[src/rtl/spi_slave_regs_if.sv]
// Pin-level and local-port bundle for the SPI register responder.
// The slave modport is the responder side; master is the driving side.
interface spi_slave_regs_if;
  logic       sck_i;
  logic       ncs_i;
  logic       mosi_i;
  logic       miso_o;
  logic       busy;
  logic       ld_we;
  logic [5:0] ld_addr;
  logic [7:0] ld_data;
  logic       spi_wr;
  logic [5:0] spi_wr_addr;
  logic [7:0] spi_wr_data;

  modport slave (
    input  sck_i, ncs_i, mosi_i, ld_we, ld_addr, ld_data,
    output miso_o, busy, spi_wr, spi_wr_addr, spi_wr_data
  );

  modport master (
    output sck_i, ncs_i, mosi_i, ld_we, ld_addr, ld_data,
    input  miso_o, busy, spi_wr, spi_wr_addr, spi_wr_data
  );
endinterface

[src/rtl/spi_slave_regs.sv]
// SPI mode-0 responder for the 0x0A write / 0x0B read register protocol,
// backed by a 64-byte register file with a local load port.
module spi_slave_regs #(
  parameter logic [7:0] RO_ID0 = 8'hAD,
  parameter logic [7:0] RO_ID1 = 8'h1D,
  parameter logic [7:0] RO_ID2 = 8'hF2,
  parameter logic [7:0] RO_REV = 8'h01
) (
  input  logic              clk,
  input  logic              reset,
  spi_slave_regs_if.slave   bus
);

  typedef enum logic [2:0] {IDLE, CMD, ADDR, DATA, IGNORE} state_e;

  logic       sck_meta_q, sck_sync_q, sck_hist_q;
  logic       ncs_meta_q, ncs_sync_q, ncs_hist_q;
  logic       mosi_meta_q, mosi_sync_q, mosi_hist_q;
  logic       rise_q, rise_d, fall_q, fall_d;
  logic       busy_q, busy_d;
  state_e     state_q, state_d;
  logic [2:0] bit_cnt_q, bit_cnt_d;
  logic [7:0] shift_q, shift_d;
  logic       is_read_q, is_read_d;
  logic       reload_q, reload_d;
  logic [5:0] addr_q, addr_d;
  logic [7:0] tx_q, tx_d;
  logic       spi_wr_q, spi_wr_d;
  logic [5:0] spi_wr_addr_q, spi_wr_addr_d;
  logic [7:0] spi_wr_data_q, spi_wr_data_d;
  logic [7:0] regs_q [64];
  logic [7:0] regs_d [64];
  logic [7:0] rd_data;
  logic [7:0] byte_in;
  logic       last_bit;
  logic       commit;

  // ncs chain resets low so a select held low through reset is not seen
  // as a falling edge; a fresh high-to-low transition is required.
  always_ff @(posedge clk or negedge reset) begin
    if (!reset) begin
      sck_meta_q  <= 1'b0;
      sck_sync_q  <= 1'b0;
      sck_hist_q  <= 1'b0;
      ncs_meta_q  <= 1'b0;
      ncs_sync_q  <= 1'b0;
      ncs_hist_q  <= 1'b0;
      mosi_meta_q <= 1'b0;
      mosi_sync_q <= 1'b0;
      mosi_hist_q <= 1'b0;
    end else begin
      sck_meta_q  <= bus.sck_i;
      sck_sync_q  <= sck_meta_q;
      sck_hist_q  <= sck_sync_q;
      ncs_meta_q  <= bus.ncs_i;
      ncs_sync_q  <= ncs_meta_q;
      ncs_hist_q  <= ncs_sync_q;
      mosi_meta_q <= bus.mosi_i;
      mosi_sync_q <= mosi_meta_q;
      mosi_hist_q <= mosi_sync_q;
    end
  end

  always_comb begin
    case (addr_q)
      6'd0:    rd_data = RO_ID0;
      6'd1:    rd_data = RO_ID1;
      6'd2:    rd_data = RO_ID2;
      6'd3:    rd_data = RO_REV;
      default: rd_data = regs_q[addr_q];
    endcase
  end

  always_comb begin
    rise_d        = sck_sync_q & ~sck_hist_q & ~ncs_sync_q;
    fall_d        = ~sck_sync_q & sck_hist_q & ~ncs_sync_q;
    busy_d        = ~ncs_sync_q & (state_q != IDLE);
    state_d       = state_q;
    bit_cnt_d     = bit_cnt_q;
    shift_d       = shift_q;
    is_read_d     = is_read_q;
    reload_d      = reload_q;
    addr_d        = addr_q;
    tx_d          = tx_q;
    spi_wr_d      = 1'b0;
    spi_wr_addr_d = spi_wr_addr_q;
    spi_wr_data_d = spi_wr_data_q;
    regs_d        = regs_q;
    commit        = 1'b0;
    byte_in       = {shift_q[6:0], mosi_hist_q};
    last_bit      = (bit_cnt_q == 3'd7);

    if (ncs_sync_q) begin
      state_d   = IDLE;
      bit_cnt_d = 3'd0;
      shift_d   = 8'h00;
      is_read_d = 1'b0;
      reload_d  = 1'b0;
      tx_d      = 8'h00;
    end else if (state_q == IDLE) begin
      if (ncs_hist_q) begin
        state_d   = CMD;
        bit_cnt_d = 3'd0;
        shift_d   = 8'h00;
      end
    end else if (rise_q && state_q != IGNORE) begin
      shift_d   = byte_in;
      bit_cnt_d = bit_cnt_q + 3'd1;
      if (last_bit) begin
        case (state_q)
          CMD: begin
            if (byte_in == 8'h0A || byte_in == 8'h0B) begin
              state_d   = ADDR;
              is_read_d = (byte_in == 8'h0B);
            end else begin
              state_d = IGNORE;
            end
          end
          ADDR: begin
            addr_d   = byte_in[5:0];
            state_d  = DATA;
            reload_d = is_read_q;
          end
          DATA: begin
            if (is_read_q) begin
              reload_d = 1'b1;
            end else begin
              if (addr_q >= 6'd4) begin
                commit        = 1'b1;
                spi_wr_d      = 1'b1;
                spi_wr_addr_d = addr_q;
                spi_wr_data_d = byte_in;
              end
              addr_d = addr_q + 6'd1;
            end
          end
          default: ;
        endcase
      end
    end else if (fall_q && state_q == DATA && is_read_q) begin
      // The fall after a byte's last rise fetches the next byte; other falls shift.
      if (reload_q) begin
        tx_d     = rd_data;
        addr_d   = addr_q + 6'd1;
        reload_d = 1'b0;
      end else begin
        tx_d = {tx_q[6:0], 1'b0};
      end
    end

    // The SPI commit is applied last so it overrides a same-address local write.
    if (bus.ld_we && bus.ld_addr >= 6'd4)
      regs_d[bus.ld_addr] = bus.ld_data;
    if (commit)
      regs_d[addr_q] = byte_in;
  end

  always_ff @(posedge clk or negedge reset) begin
    if (!reset) begin
      rise_q        <= 1'b0;
      fall_q        <= 1'b0;
      busy_q        <= 1'b0;
      state_q       <= IDLE;
      bit_cnt_q     <= 3'd0;
      shift_q       <= 8'h00;
      is_read_q     <= 1'b0;
      reload_q      <= 1'b0;
      addr_q        <= 6'd0;
      tx_q          <= 8'h00;
      spi_wr_q      <= 1'b0;
      spi_wr_addr_q <= 6'd0;
      spi_wr_data_q <= 8'h00;
      for (int i = 0; i < 64; i++)
        regs_q[i] <= 8'h00;
    end else begin
      rise_q        <= rise_d;
      fall_q        <= fall_d;
      busy_q        <= busy_d;
      state_q       <= state_d;
      bit_cnt_q     <= bit_cnt_d;
      shift_q       <= shift_d;
      is_read_q     <= is_read_d;
      reload_q      <= reload_d;
      addr_q        <= addr_d;
      tx_q          <= tx_d;
      spi_wr_q      <= spi_wr_d;
      spi_wr_addr_q <= spi_wr_addr_d;
      spi_wr_data_q <= spi_wr_data_d;
      for (int i = 0; i < 64; i++)
        regs_q[i] <= regs_d[i];
    end
  end

  assign bus.miso_o      = tx_q[7];
  assign bus.busy        = busy_q;
  assign bus.spi_wr      = spi_wr_q;
  assign bus.spi_wr_addr = spi_wr_addr_q;
  assign bus.spi_wr_data = spi_wr_data_q;

endmodule

[src/flat_wrapper.sv]
// flat-port wrapper written by rule: the top's interface ports become plain ports
module spi_slave_regs_flat 
#(
  parameter logic [7:0] RO_ID0 = 8'hAD,
  parameter logic [7:0] RO_ID1 = 8'h1D,
  parameter logic [7:0] RO_ID2 = 8'hF2,
  parameter logic [7:0] RO_REV = 8'h01
)
  (clk, reset, bus_sck_i, bus_ncs_i, bus_mosi_i, bus_ld_we, bus_ld_addr, bus_ld_data, bus_miso_o, bus_busy, bus_spi_wr, bus_spi_wr_addr, bus_spi_wr_data);
  spi_slave_regs_if bus_i ();
  input  logic clk;
  input  logic reset;
  input wire logic [$bits(bus_i.sck_i)-1:0] bus_sck_i;
  input wire logic [$bits(bus_i.ncs_i)-1:0] bus_ncs_i;
  input wire logic [$bits(bus_i.mosi_i)-1:0] bus_mosi_i;
  input wire logic [$bits(bus_i.ld_we)-1:0] bus_ld_we;
  input wire logic [$bits(bus_i.ld_addr)-1:0] bus_ld_addr;
  input wire logic [$bits(bus_i.ld_data)-1:0] bus_ld_data;
  output wire logic [$bits(bus_i.miso_o)-1:0] bus_miso_o;
  output wire logic [$bits(bus_i.busy)-1:0] bus_busy;
  output wire logic [$bits(bus_i.spi_wr)-1:0] bus_spi_wr;
  output wire logic [$bits(bus_i.spi_wr_addr)-1:0] bus_spi_wr_addr;
  output wire logic [$bits(bus_i.spi_wr_data)-1:0] bus_spi_wr_data;
  assign bus_i.sck_i = bus_sck_i;
  assign bus_i.ncs_i = bus_ncs_i;
  assign bus_i.mosi_i = bus_mosi_i;
  assign bus_i.ld_we = bus_ld_we;
  assign bus_i.ld_addr = bus_ld_addr;
  assign bus_i.ld_data = bus_ld_data;
  assign bus_miso_o = bus_i.miso_o;
  assign bus_busy = bus_i.busy;
  assign bus_spi_wr = bus_i.spi_wr;
  assign bus_spi_wr_addr = bus_i.spi_wr_addr;
  assign bus_spi_wr_data = bus_i.spi_wr_data;
  spi_slave_regs #(.RO_ID0(RO_ID0), .RO_ID1(RO_ID1), .RO_ID2(RO_ID2), .RO_REV(RO_REV)) u_core (.clk(clk), .reset(reset), .bus(bus_i));
endmodule
[config.mk]
export PLATFORM = sky130hd
export DESIGN_NAME = spi_slave_regs_flat
export DESIGN_NICKNAME = d
export VERILOG_FILES = /design/src/rtl/spi_slave_regs_if.sv /design/src/rtl/spi_slave_regs.sv /design/src/flat_wrapper.sv
export SDC_FILE = /design/constraint.sdc
export NUM_CORES = 1
export LEC_CHECK = 0
export CORE_ASPECT_RATIO = 0.7
export CORE_MARGIN = 2
export CORE_UTILIZATION = 33
export CTS_BUF_LIST = sky130_fd_sc_hd__clkbuf_16
export CTS_CLUSTER_DIAMETER = 200
export CTS_CLUSTER_SIZE = 40
export DETAILED_ROUTE_END_ITERATION = 10
export GPL_ROUTABILITY_DRIVEN = 0
export HOLD_SLACK_MARGIN = 0.05
export PLACE_DENSITY_LB_ADDON = 0.12
export SYNTH_ARGS = -nofsm -noshare
export SYNTH_HDL_FRONTEND = slang
export SYNTH_SLANG_ARGS = --single-unit
[constraint.sdc]
create_clock -name clk -period 2.2 [get_ports clk]
set_input_delay 0.33 -clock clk [delete_from_list [all_inputs] [get_ports clk]]
set_output_delay 0.33 -clock clk [all_outputs]
set_load 0.01 [all_outputs]
After elaboration in Yosys (flattened, before gate mapping)
Cells that the tools add are included.

operators by class
  add/sub/neg operators = 2
  order comparisons = 6
  equality and inequality tests = 19
  mux-type cells = 58
  bitwise logic cells = 12
  reduce and logical (&&, ||, !) cells = 28

operators by type and width
  kind                                                                                  number
  512-bit bitwise mux                                                                   2
  512-bit two-way mux                                                                   2
  8-bit demux with 6-bit select                                                         2
  8-bit two-way mux                                                                     9
  8-bit binary-select mux with 6-bit select                                             1
  8-bit case mux with 4 select lines                                                    1
  3-bit two-way mux                                                                     10
  6-bit two-way mux                                                                     5
  7-bit two-way mux                                                                     4
  1-bit two-way mux                                                                     19
  8-bit by 4-bit == test with 1-bit output (second input constant)                      2
  7-bit greater-or-equal comparator (second input constant)                             2
  7-bit by 1-bit less-than comparator with 1-bit output (second input constant)         2
  6-bit NOT with 7-bit output                                                           2
  7-bit AND reduction                                                                   2
  2-bit nonzero test                                                                    7
  6-bit by 2-bit == test with 1-bit output (second input constant)                      2
  6-bit by 3-bit greater-or-equal comparator with 1-bit output (second input constant)  2
  6-bit case mux with 2 select lines                                                    1
  3-bit nonzero test                                                                    4
  5-bit AND reduction                                                                   2
  3-bit != test (second input constant)                                                 3
  6-bit by 1-bit adder with 6-bit output (second input constant)                        1
  3-bit by 2-bit == test with 1-bit output (second input constant)                      2
  20 further kinds                                                                      36

storage, ports and cells
  register bits after elaboration = 568
  input bits = 20
  output and inout port bits = 17
  word-level logic and storage cells = 211

Longest topological paths before layout
  word-level depth = 10
  mapped depth = 10

Least setup slack after synthesis
Ideal clock, no wire load.

  path type = register -> register
  start point = register u_core.bit_cnt_q[0]
  end point = register u_core.regs_q[430] in the netlist's numbering
  setup time = 137 ps
  arrival = 2218 ps
  data required time = 2063 ps
  setup slack = -155 ps
  stages on the path, launching flop included = 10
  buffers on the path = 1
  cells stage by stage = dfrtp_1 > ha_1 > ha_1 > or3b_1 > or4_4 > nor2_2 > nand2_1 > clkbuf_1 > nor2_1 > a21oi_1

RTL lines
  item                           line                   text
  start, declared                spi_slave_regs.sv:22   logic [2:0] bit_cnt_q, bit_cnt_d;
  start signal, assigned         spi_slave_regs.sv:180  bit_cnt_q <= bit_cnt_d;
  end signal, assigned by index  spi_slave_regs.sv:190  regs_q[i] <= regs_d[i];
  end, declared                  spi_slave_regs.sv:31   logic [7:0] regs_q [64];

==> metrics.txt <==
post-synth top area share 0.469; H-tree levels 1; initial antenna violation count 0; Final Cell Area 39100 um2; final worst setup slack -404 ps; clock latency on the worst-skew pair around 630 ps; share of cells above drive strength 1 0.259; register area share after synthesis 0.469; FP Rows 92; dpl hpwl 78.9 mm; vias per cell between 5 and 6; first-pass GRT wire length ~180 mm; CP arrival between 3000 and 4000 ps; Setup WS pre-CTS -692 ps; CP Capture Type register; M2 GR Usage 0.380; Netlist cell types 61; Tcrit/Tclk final 1.18; Slew HR 0.0755; I/O pin total 37; CTS clk-pin slew, worst paths approximately 170 ps; EDFF count, synth 0; WL per Instance 26.9 um; Avg Synthesized Cell Area 9.55 um2; Max Freq ~380 MHz; met3 usage 0.0327; Worst Hold Class input pin to register; Tot GR Track Use 0.256; top post-synthesis cells by area dfrtp_1, mux2i_1, a21oi_1, nor2_1, clkbuf_1; first drt pass iteration count 5; drt drc 0; Worst Skew ~66 ps; Starting Density 0.335; root buf cell clkbuf_16; Yosys reg bits about 570; synth warn 0; DRT iter0 DRCs around 2600; Setup CP Type register to register; top-count cell post-synth mux2i_1; VDD IR max ~0.48 mV; clk sink count ~570; vias in the first global route 25420; asr flop ratio synth 1.00; failing checks setup timing; number of inserted diodes 0; Die Ht 258 um; maximum clock path buffer count 3; port bufs 36; Top Usage Layer GRT met1; largest net degree at the start of global routing between 80 and 90; Layout Utilization 0.432; nets 3428; Final Max Tran Viols 0; Post-synth top cells mux2i_1, dfrtp_1, nor2_1; Pleak 17.3 nW; outcome finished, violations left; Post-Route WL 125 mm; synthesized area 30300 um2; Fin Setup TNS -117170 ps; fin cells around 4600; GR Overflow Total 0; placed cell areas between 30000 and 40000 um2; die area 94300 um2; worst-margin pin slew about 1400 ps; CTS Buf Count 18; area leader, netlist dfrtp_1; Final Setup Violations just under 500; core area approximately 90000 um2; ys flop type dfrtp_1; power density over the cells ~530 nW/um2; RSZ-0062 raised after global routing yes; Mapped Cells ~3200; Final Hold Vio Count 0; Die X ~370 um; GR Util met1 0.398; Period minus WS final ~2600 ps; Layout area overhead 29.1%; Syn Nets ~3200; max_cap viols 0; worst-path fanout max 13; Placed Instances roughly 4500; DRT antenna net count 0; Worst Setup Start Kind register; via count 26181; TritonCTS clock tree yes; CP required between 2000 and 3000 ps
cell type report:
type / instances / area, um2
multi-input cells: 2248 / 16700
repair buffers: 522 / 5950
fillers: 8665 / 51400
clock inverters: 4 / 41.3
clock buffers: 19 / 475
flip-flops and latches: 568 / 14200
inverters: 44 / 165
well taps: 1222 / 1530
state kept, by name, summed over array words and instances, names as in the netlist, 3 cells and up:
register,flops
u_core.addr_q,6
u_core.bit_cnt_q,3
u_core.bus.spi_wr_addr,6
u_core.bus.spi_wr_data,8
u_core.regs_q,512
u_core.shift_q,7
u_core.state_q,3
u_core.tx_q,8
repair_timing:
| action | 4_1_cts | 5_1_grt |
|---|---|---|
| buffers inserted | 15 | 17 |
| gates resized for setup | 319 | 230 |
| cloned | 25 | 2 |
| setup endpoints to repair | 499 | 502 |
| hold buffers | 1 | 0 |
| hold endpoints to repair | 263 | 0 |
| pin swaps | 24 | 30 |
worst max-delay path, stage by stage (launching register included):
cell,delay (ps)
dfrtp_4,610
bufbuf_16,340
or4_4,640
nor3_4,210
buf_12,230
buf_12,140
nand2_8,100
nor2_1,110
a21oi_1,60
power by group:
group	internal (W)	switching (W)
combinational	0.00152	0.00183
clock	0.00161	0.00350
sequential	0.0116	0.000752
cells by family after synthesis:
logic type	Yosys count	synth area share
DFF	568	0.469
and+or+nand+nor	799	0.110
adders and majority gates	6	0.00248
AOI/OAI and AO/OA	814	0.161
buffers and inverters	362	0.0478
muxes	622	0.210
cells in the final DEF, fill, tap and decap left out, types with 39 or more instances in the layout:
cell | Yosys | final
o22ai_1 | 49 | 39
a21oi_2 | 0 | 50
a221oi_1 | 61 | 56
nor2_2 | 3 | 66
mux2i_1 | 596 | 577
nor2_1 | 536 | 403
nand2_1 | 166 | 136
buf_4 | 1 | 310
nor2_4 | 2 | 72
dfrtp_1 | 568 | 557
a21oi_1 | 504 | 454
buf_12 | 0 | 131
inv_1 | 43 | 46
path summary, 6_finish.rpt:
kind                                                   start                       endpoint  slack, ps  depth (start not counted)
worst max-delay path            u_core.addr_q[2]$_DFFE_PN0P_   u_core.regs_q[186]$_DFF_PN0_       -400                          8
worst min-delay path                               bus_sck_i    u_core.sck_meta_q$_DFF_PN0_        130                          1
worst max register to register  u_core.addr_q[2]$_DFFE_PN0P_   u_core.regs_q[186]$_DFF_PN0_       -400                          8
worst min register to register  u_core.mosi_sync_q$_DFF_PN0_   u_core.mosi_hist_q$_DFF_PN0_        370                          0
max in group asynchronous                              reset   u_core.regs_q[236]$_DFF_PN0_       1060                          3
min in group asynchronous                              reset  u_core.shift_q[1]$_DFFE_PN0P_        210                          2
per-stage QoR:
step / hold slack, ps / total power [W]
floorplan: 34.4 / 0.0141
global placement: 281 / 0.0155
detailed placement: 286 / 0.0156
CTS: 98.1 / 0.0208
global route: 102 / 0.0216
finish: 126 / 0.0208
layer usage:
layer,part of all wire,vias up
met5,0,-
met4,0.017,0
met3,0.061,117
met2,0.43,930
met1,0.49,13435
li1,-,11699
(Power assumes the default switching activity.)
